==> src/rtl/fetch_unit.sv <==
// Fetch stage: owns the fetch PC, talks req/ack to imem, buffers words in a prefetch FIFO.
// Define FETCH_PERF_EN to add the o_perf_starve / o_perf_drop counters.
module fetch_unit #(
    parameter int                ADDR_W     = 16,
    parameter int                DATA_W     = 16,
    parameter int                DEPTH      = 2,
    parameter logic [ADDR_W-1:0] RESET_ADDR = '0
) (
    input  logic              i_clock,
    input  logic              i_reset_n,
    output logic [ADDR_W-1:0] o_imem_addr,
    output logic              o_imem_req,
    input  logic              i_imem_ack,
    input  logic [DATA_W-1:0] i_imem_data,
    output logic [DATA_W-1:0] o_instr,
    output logic [ADDR_W-1:0] o_instr_pc,
    output logic              o_instr_valid,
    input  logic              i_instr_ready,
    input  logic              i_redirect,
    input  logic [ADDR_W-1:0] i_redirect_addr
`ifdef FETCH_PERF_EN
    ,
    output logic [15:0]       o_perf_starve,
    output logic [15:0]       o_perf_drop
`endif
);

    localparam int PW = $clog2(DEPTH);
    localparam int CW = PW + 1;
    localparam logic [CW-1:0] FULL = CW'(DEPTH);

    typedef struct packed {
        logic [DATA_W-1:0] data;
        logic [ADDR_W-1:0] pc;
    } fetch_entry_t;

    typedef enum logic {
        RUN,
        DRAIN
    } state_t;

    state_t            state_q;
    state_t            state_d;
    logic [ADDR_W-1:0] pc_q;
    logic [ADDR_W-1:0] pc_d;
    logic [ADDR_W-1:0] hold_q;
    logic [ADDR_W-1:0] hold_d;

    fetch_entry_t      fifo_q [DEPTH];
    logic [PW-1:0]     wr_q;
    logic [PW-1:0]     rd_q;
    logic [CW-1:0]     count_q;

    logic              req;
    logic [ADDR_W-1:0] addr;
    logic              push;
    logic              pop;
    logic              drop;
    logic              valid;

    assign valid = (count_q != '0);
    assign pop   = valid && i_instr_ready && !i_redirect;

    always_comb begin
        state_d = state_q;
        pc_d    = pc_q;
        hold_d  = hold_q;
        req     = 1'b0;
        addr    = pc_q;
        push    = 1'b0;
        drop    = 1'b0;
        unique case (state_q)
            RUN: begin
                // eligibility uses occupancy before any pop this cycle
                req  = (count_q < FULL);
                addr = pc_q;
                if (i_redirect) begin
                    pc_d = i_redirect_addr;
                    if (req && !i_imem_ack) begin
                        hold_d  = pc_q;
                        state_d = DRAIN;
                    end else if (req && i_imem_ack) begin
                        drop = 1'b1;
                    end
                end else if (req && i_imem_ack) begin
                    push = 1'b1;
                    pc_d = pc_q + ADDR_W'(1);
                end
            end
            DRAIN: begin
                // the abandoned request must complete before a new one goes out
                req  = 1'b1;
                addr = hold_q;
                if (i_redirect) begin
                    pc_d = i_redirect_addr;
                end
                if (i_imem_ack) begin
                    drop    = 1'b1;
                    state_d = RUN;
                end
            end
        endcase
    end

    always_ff @(posedge i_clock) begin
        if (!i_reset_n) begin
            state_q <= RUN;
            pc_q    <= RESET_ADDR;
            hold_q  <= RESET_ADDR;
            wr_q    <= '0;
            rd_q    <= '0;
            count_q <= '0;
        end else begin
            state_q <= state_d;
            pc_q    <= pc_d;
            hold_q  <= hold_d;
            if (i_redirect) begin
                wr_q    <= '0;
                rd_q    <= '0;
                count_q <= '0;
            end else begin
                if (push) begin
                    wr_q <= wr_q + 1'b1;
                end
                if (pop) begin
                    rd_q <= rd_q + 1'b1;
                end
                count_q <= count_q + CW'(push) - CW'(pop);
            end
        end
    end

    always_ff @(posedge i_clock) begin
        if (i_reset_n && push) begin
            fifo_q[wr_q] <= '{data: i_imem_data, pc: pc_q};
        end
    end

    // reset gates the handshake outputs so nothing leaks before the first edge
    assign o_imem_req    = i_reset_n && req;
    assign o_imem_addr   = i_reset_n ? addr : RESET_ADDR;
    assign o_instr_valid = i_reset_n && valid;
    assign o_instr       = fifo_q[rd_q].data;
    assign o_instr_pc    = fifo_q[rd_q].pc;

`ifdef FETCH_PERF_EN
    always_ff @(posedge i_clock) begin
        if (!i_reset_n) begin
            o_perf_starve <= '0;
            o_perf_drop   <= '0;
        end else begin
            if (i_instr_ready && !valid && o_perf_starve != 16'hFFFF) begin
                o_perf_starve <= o_perf_starve + 16'd1;
            end
            if (drop && o_perf_drop != 16'hFFFF) begin
                o_perf_drop <= o_perf_drop + 16'd1;
            end
        end
    end
`endif

endmodule

==> config.mk <==
export PLATFORM = sky130hd
export DESIGN_NAME = fetch_unit
export DESIGN_NICKNAME = d
export VERILOG_FILES = /design/src/rtl/fetch_unit.sv
export SDC_FILE = /design/constraint.sdc
export NUM_CORES = 1
export LEC_CHECK = 0
export ABC_AREA = 1
export CAP_MARGIN = 15
export CORE_ASPECT_RATIO = 2
export CORE_MARGIN = 2
export CORE_UTILIZATION = 45
export DETAILED_ROUTE_END_ITERATION = 7
export PLACE_DENSITY = 0.71
export SYNTH_ARGS = -nofsm -noshare
export SYNTH_HDL_FRONTEND = slang
export SYNTH_SLANG_ARGS = --single-unit
==> constraint.sdc <==
create_clock -name i_clock -period 4.35 [get_ports i_clock]
set_input_delay 0.435 -clock i_clock [delete_from_list [all_inputs] [get_ports i_clock]]
set_output_delay 0.435 -clock i_clock [all_outputs]
set_load 0.05 [all_outputs]
==> results.md <==
Clock network:
- In this run the clock root is driven by a sky130_fd_sc_hd__clkbuf_16.
- TritonCTS built the clock tree.
- The clock-pin transition on the worst setup and hold timing paths is about 0.070 ns.
- The source-to-sink clock delay at the later pin of the worst-skew pair is about 0.34 ns.
- The number of clock buffers added by TritonCTS is 9.
- The number of setup buffers added after CTS is 0.
- The quantity of hold-fixing buffers added after cts is 0.
- The number of clock sinks is 102.
- The number of levels the H-tree was split into is 3.
- The number of buffers between clock root and the deepest sink is 2.
- The post-cts sizing count is 0.

Global route:
- The number of global-route vias before repair is 3100.
- The number of antenna violations at the first check in global routing is 0.
- Entering global routing, the biggest net connects 44 pins.
- The first global-routing pass estimated 14440 um of wire.
- Summed over all layers, the global routing overflow is 0.
- The total track usage is between 10% and 20%.

Synth:
- The fraction of synthesized cell area taken by the top area cell type is between 40 and 50%.
- The mean area per synthesized cell is roughly 11 um2.
- After synthesis, the netlist uses 34 different library cells.
- The sequential fraction of the synthesis area is slightly above 60%.
- The gate count of the mapped netlist is between 400 and 500.
- The number of flip-flops and latches in the synthesized netlist is roughly 100.
- After synthesis, the cell types taking the most area are sky130_fd_sc_hd__edfxtp_1, sky130_fd_sc_hd__dfxtp_1, sky130_fd_sc_hd__mux2_2.
- The Yosys step of the flow raised 0 warnings.
- In this run the cell area of the synthesized design comes to between 0.004 and 0.005 mm2.
- When the netlist entered floorplanning its net count stood at 454.
- sky130_fd_sc_hd__edfxtp_1 takes more of the synthesized area than any other cell.

Drt:
- The wire length reported by the detailed router is between 9000 and 10000 um.
- In the routed layout, each cell is associated on average with a via count of approximately 5.1.
- The via total after detailed routing is approximately 3200.
- The number of nets still failing antenna checks after routing is 0.
- Before antenna repair, the detailed router went through 4 iterations.
- The DRC violations left is 0.
- The wire length per cell after detailed routing is between 10 and 15 um.
- The first routing iteration left between 100 and 150 violations.

Min path:
- The type of the worst min-delay path is reg2reg.

Worst setup path:
- The capturing element type of the critical path is an output port.
- The endpoint of the most critical register-to-register path is hold_q[10].
- Of all nets on the critical path, the largest fanout is 43.
- The setup check on the worst reg-to-reg path leaves a slack of ~2.2 ns.
- The worst setup path endpoint is o_imem_req.
- The launching point of the worst reg2reg path is state_q.
- The data arrival time of the critical path is ~2.6 ns.
- By startpoint and endpoint, the worst setup path is classified as in2out.
- For the worst flop-to-flop path, the logic depth is 5.
- The start point of the critical path is i_reset_n.
- The data required time of the worst path is roughly 3.9 ns.
- STA classifies the critical path startpoint as a primary input.

Final layout:
- After filler insertion, the fill cell instance count of the layout stands at ~840.
- The area of the multi-input gates is roughly 0.0015 mm2.
- The growth of design area from synthesis to finish is 29.18%.
- The number of antenna cells inserted is 0.
- The fraction of final layout cells sized beyond drive strength 1 is between 10% and 20%.
- The net count of the finished layout is 536.
- The sequential cell area is approximately 0.0027 mm2.

Pwr:
- The static leakage power is approximately 2.0 nW.
- The portion of total power attributed to the clock network is 37.6%.
- The maximum resistive drop on vdd is approximately 0.00023 V.
- The power share of the combinational group is about an eighth.
- In this run switching power makes up 25.33% of total power.
- The share of total power dissipated in sequential elements is between 40 and 50%.
- The power density normalized to cell area is 391.4 mW/mm2.
- The switching power summed over all nets is between 0.5 and 0.6 mW.
- The internal portion of total power is around 1.7 mW.

STA:
- The time the final worst path needs with I/O delays and setup is roughly 3.1 ns.
- The number of max-slew violations in the final report was 0.
- The final-report hold violation count is 0.
- The fmax is 326.7 MHz.
- Setup repair after global routing left no endpoint under its margin.
- Between clock sinks in the finished design, the worst skew comes to 0.008487 ns.
- Setup violations remaining at the end of the flow were counted as 0.
- In this run the tightest slew margin relative to its limit is 46.84%.
- The worst setup slack after layout is 1.289 ns.
- The setup TNS is 0 ns.
- The final period utilization is 70.37%.
- The transition time of the tightest slew-check pin is 0.7965 ns.

Die:
- The die is around 140 um tall.
- The number of placed I/O pins is 87.
- The area of the core is slightly below 0.01 mm2.
- The initial cell density of the core is between 40% and 50%.
- In this run the core area contains 51 standard-cell rows.
- The floorplan step defined a die boundary enclosing between 0.01 and 0.015 mm2.
- In this run the horizontal extent of the chip is 74.03 um.

Placement:
- The estimated wirelength of the detail-placed design is between 6000 and 7000 um.
- The placer congestion estimate is between 0.9 and 1.
- The count of input and output buffers is 86.
- The minimum setup slack after placement is about 1.3 ns.

Job:
- Across the run, the number of max-cap violations was 0.

Outcome:
- The run finished with clean final reports.
## kinds of logic (layout without fill, tap and decap cells)
kind of cell | Yosys count | count (layout) | share of synthesized area, %
compound gates | 109 | 109 | 12.67
xor+xnor | 2 | 2 | 0.3970
fa+ha+maj | 3 | 3 | 0.8507
buf+inv | 48 | 135 | 4.933
flops | 102 | 102 | 60.79
mux | 32 | 32 | 8.165
simple gates | 118 | 118 | 12.19
## worst max-delay path, stage by stage
cell	delay, ns
sky130_fd_sc_hd__clkdlybuf4s50_1	0.46
sky130_fd_sc_hd__buf_4	0.31
sky130_fd_sc_hd__clkinv_1	0.35
sky130_fd_sc_hd__a21oi_1	0.24
sky130_fd_sc_hd__clkdlybuf4s50_1	0.83
## placed cells by master, fill, tap and decap left out, types with 3 or more instances in the layout
cell type / synthesis / routed
sky130_fd_sc_hd__clkdlybuf4s50_1: 0 / 86
sky130_fd_sc_hd__edfxtp_1: 64 / 64
sky130_fd_sc_hd__nand2_1: 55 / 55
sky130_fd_sc_hd__a21oi_1: 52 / 52
sky130_fd_sc_hd__o21ai_0: 51 / 51
sky130_fd_sc_hd__dfxtp_1: 38 / 38
sky130_fd_sc_hd__mux2_2: 30 / 30
sky130_fd_sc_hd__nor2_1: 29 / 29
sky130_fd_sc_hd__inv_1: 25 / 25
sky130_fd_sc_hd__nand3_1: 14 / 14
sky130_fd_sc_hd__clkbuf_16: 0 / 10
sky130_fd_sc_hd__nor2_2: 5 / 5
sky130_fd_sc_hd__nand4_1: 5 / 5
sky130_fd_sc_hd__buf_4: 1 / 5
sky130_fd_sc_hd__ha_1: 3 / 3
sky130_fd_sc_hd__inv_6: 0 / 3
## power by group through the flow
stage	Combinational (mW)	Clock (mW)	Sequential, mW
after global routing	0.314	0.903	1.10
after floorplan	0.194	0	1.11
after global placement	0.286	0	1.12
after detailed placement	0.292	0	1.12
after CTS	0.294	0.865	1.10
final	0.292	0.839	1.10
## worst min-delay path by stage
stage | from | slack (ns) | to | depth (start not counted)
floorplan | rd_q | 0.45 | flop | 2
global placement | rd_q | 0.46 | rd_q | 2
detailed placement | rd_q | 0.47 | rd_q | 2
CTS | rd_q | 0.48 | rd_q | 2
global route | rd_q | 0.51 | flop | 2
finish | rd_q | 0.48 | rd_q | 2
## synthesized netlist by cell type, drive strengths merged
library cell	n
or2	2
xor2	1
nor2	36
ha	3
nand2	58
clkinv	1
buf	12
edfxtp	64
a211oi	1
xnor2	1
dfxtp	38
nor3	2
a311oi	1
o21ai	53
nand3	14
inv	27
nor3b	1
clkbuf	8
nand4	5
a21oi	52
mux2	32
a31oi	2
## sequential cells by signal, indices dropped and copies added, names as in the netlist, named ones only
| signal | cells |
|---|---|
| fifo_q | 64 |
| hold_q | 16 |
| pc_q | 16 |
| count_q | 2 |
| rd_q | 1 |
| state_q | 1 |
| wr_q | 1 |
## stage by stage
stage | instances | power (mW) | utilization [%] | hold WS (ns) | cell area, um2
floorplan | 414 | 1.304 | - | 0.4474 | 4413
global placement | 617 | 1.403 | 55.80 | 0.4616 | 5376
detailed placement | 617 | 1.412 | 55.80 | 0.4705 | 5376
CTS | 633 | 2.257 | 59.16 | 0.4825 | 5700
global route | 633 | 2.322 | 59.16 | 0.5099 | 5700
finish | 633 | 2.231 | 59.16 | 0.4819 | 5700
## layout make-up
cell class,instances,share of cell area [%]
timing repair buffer,91,15.76
clock inverter,6,1.295
inverter,28,1.888
multi-input combinational,264,26.71
tap,132,2.897
clock buffer,10,4.390
sequential,102,47.06
## routing by layer
metal	GRT usage (%)	wire (um)
met3	4.181	478
met2	31.39	4861
met5	0	0
met4	10.24	399
met1	18.69	3570
No activity file was read; power rests on OpenSTA's default activity.
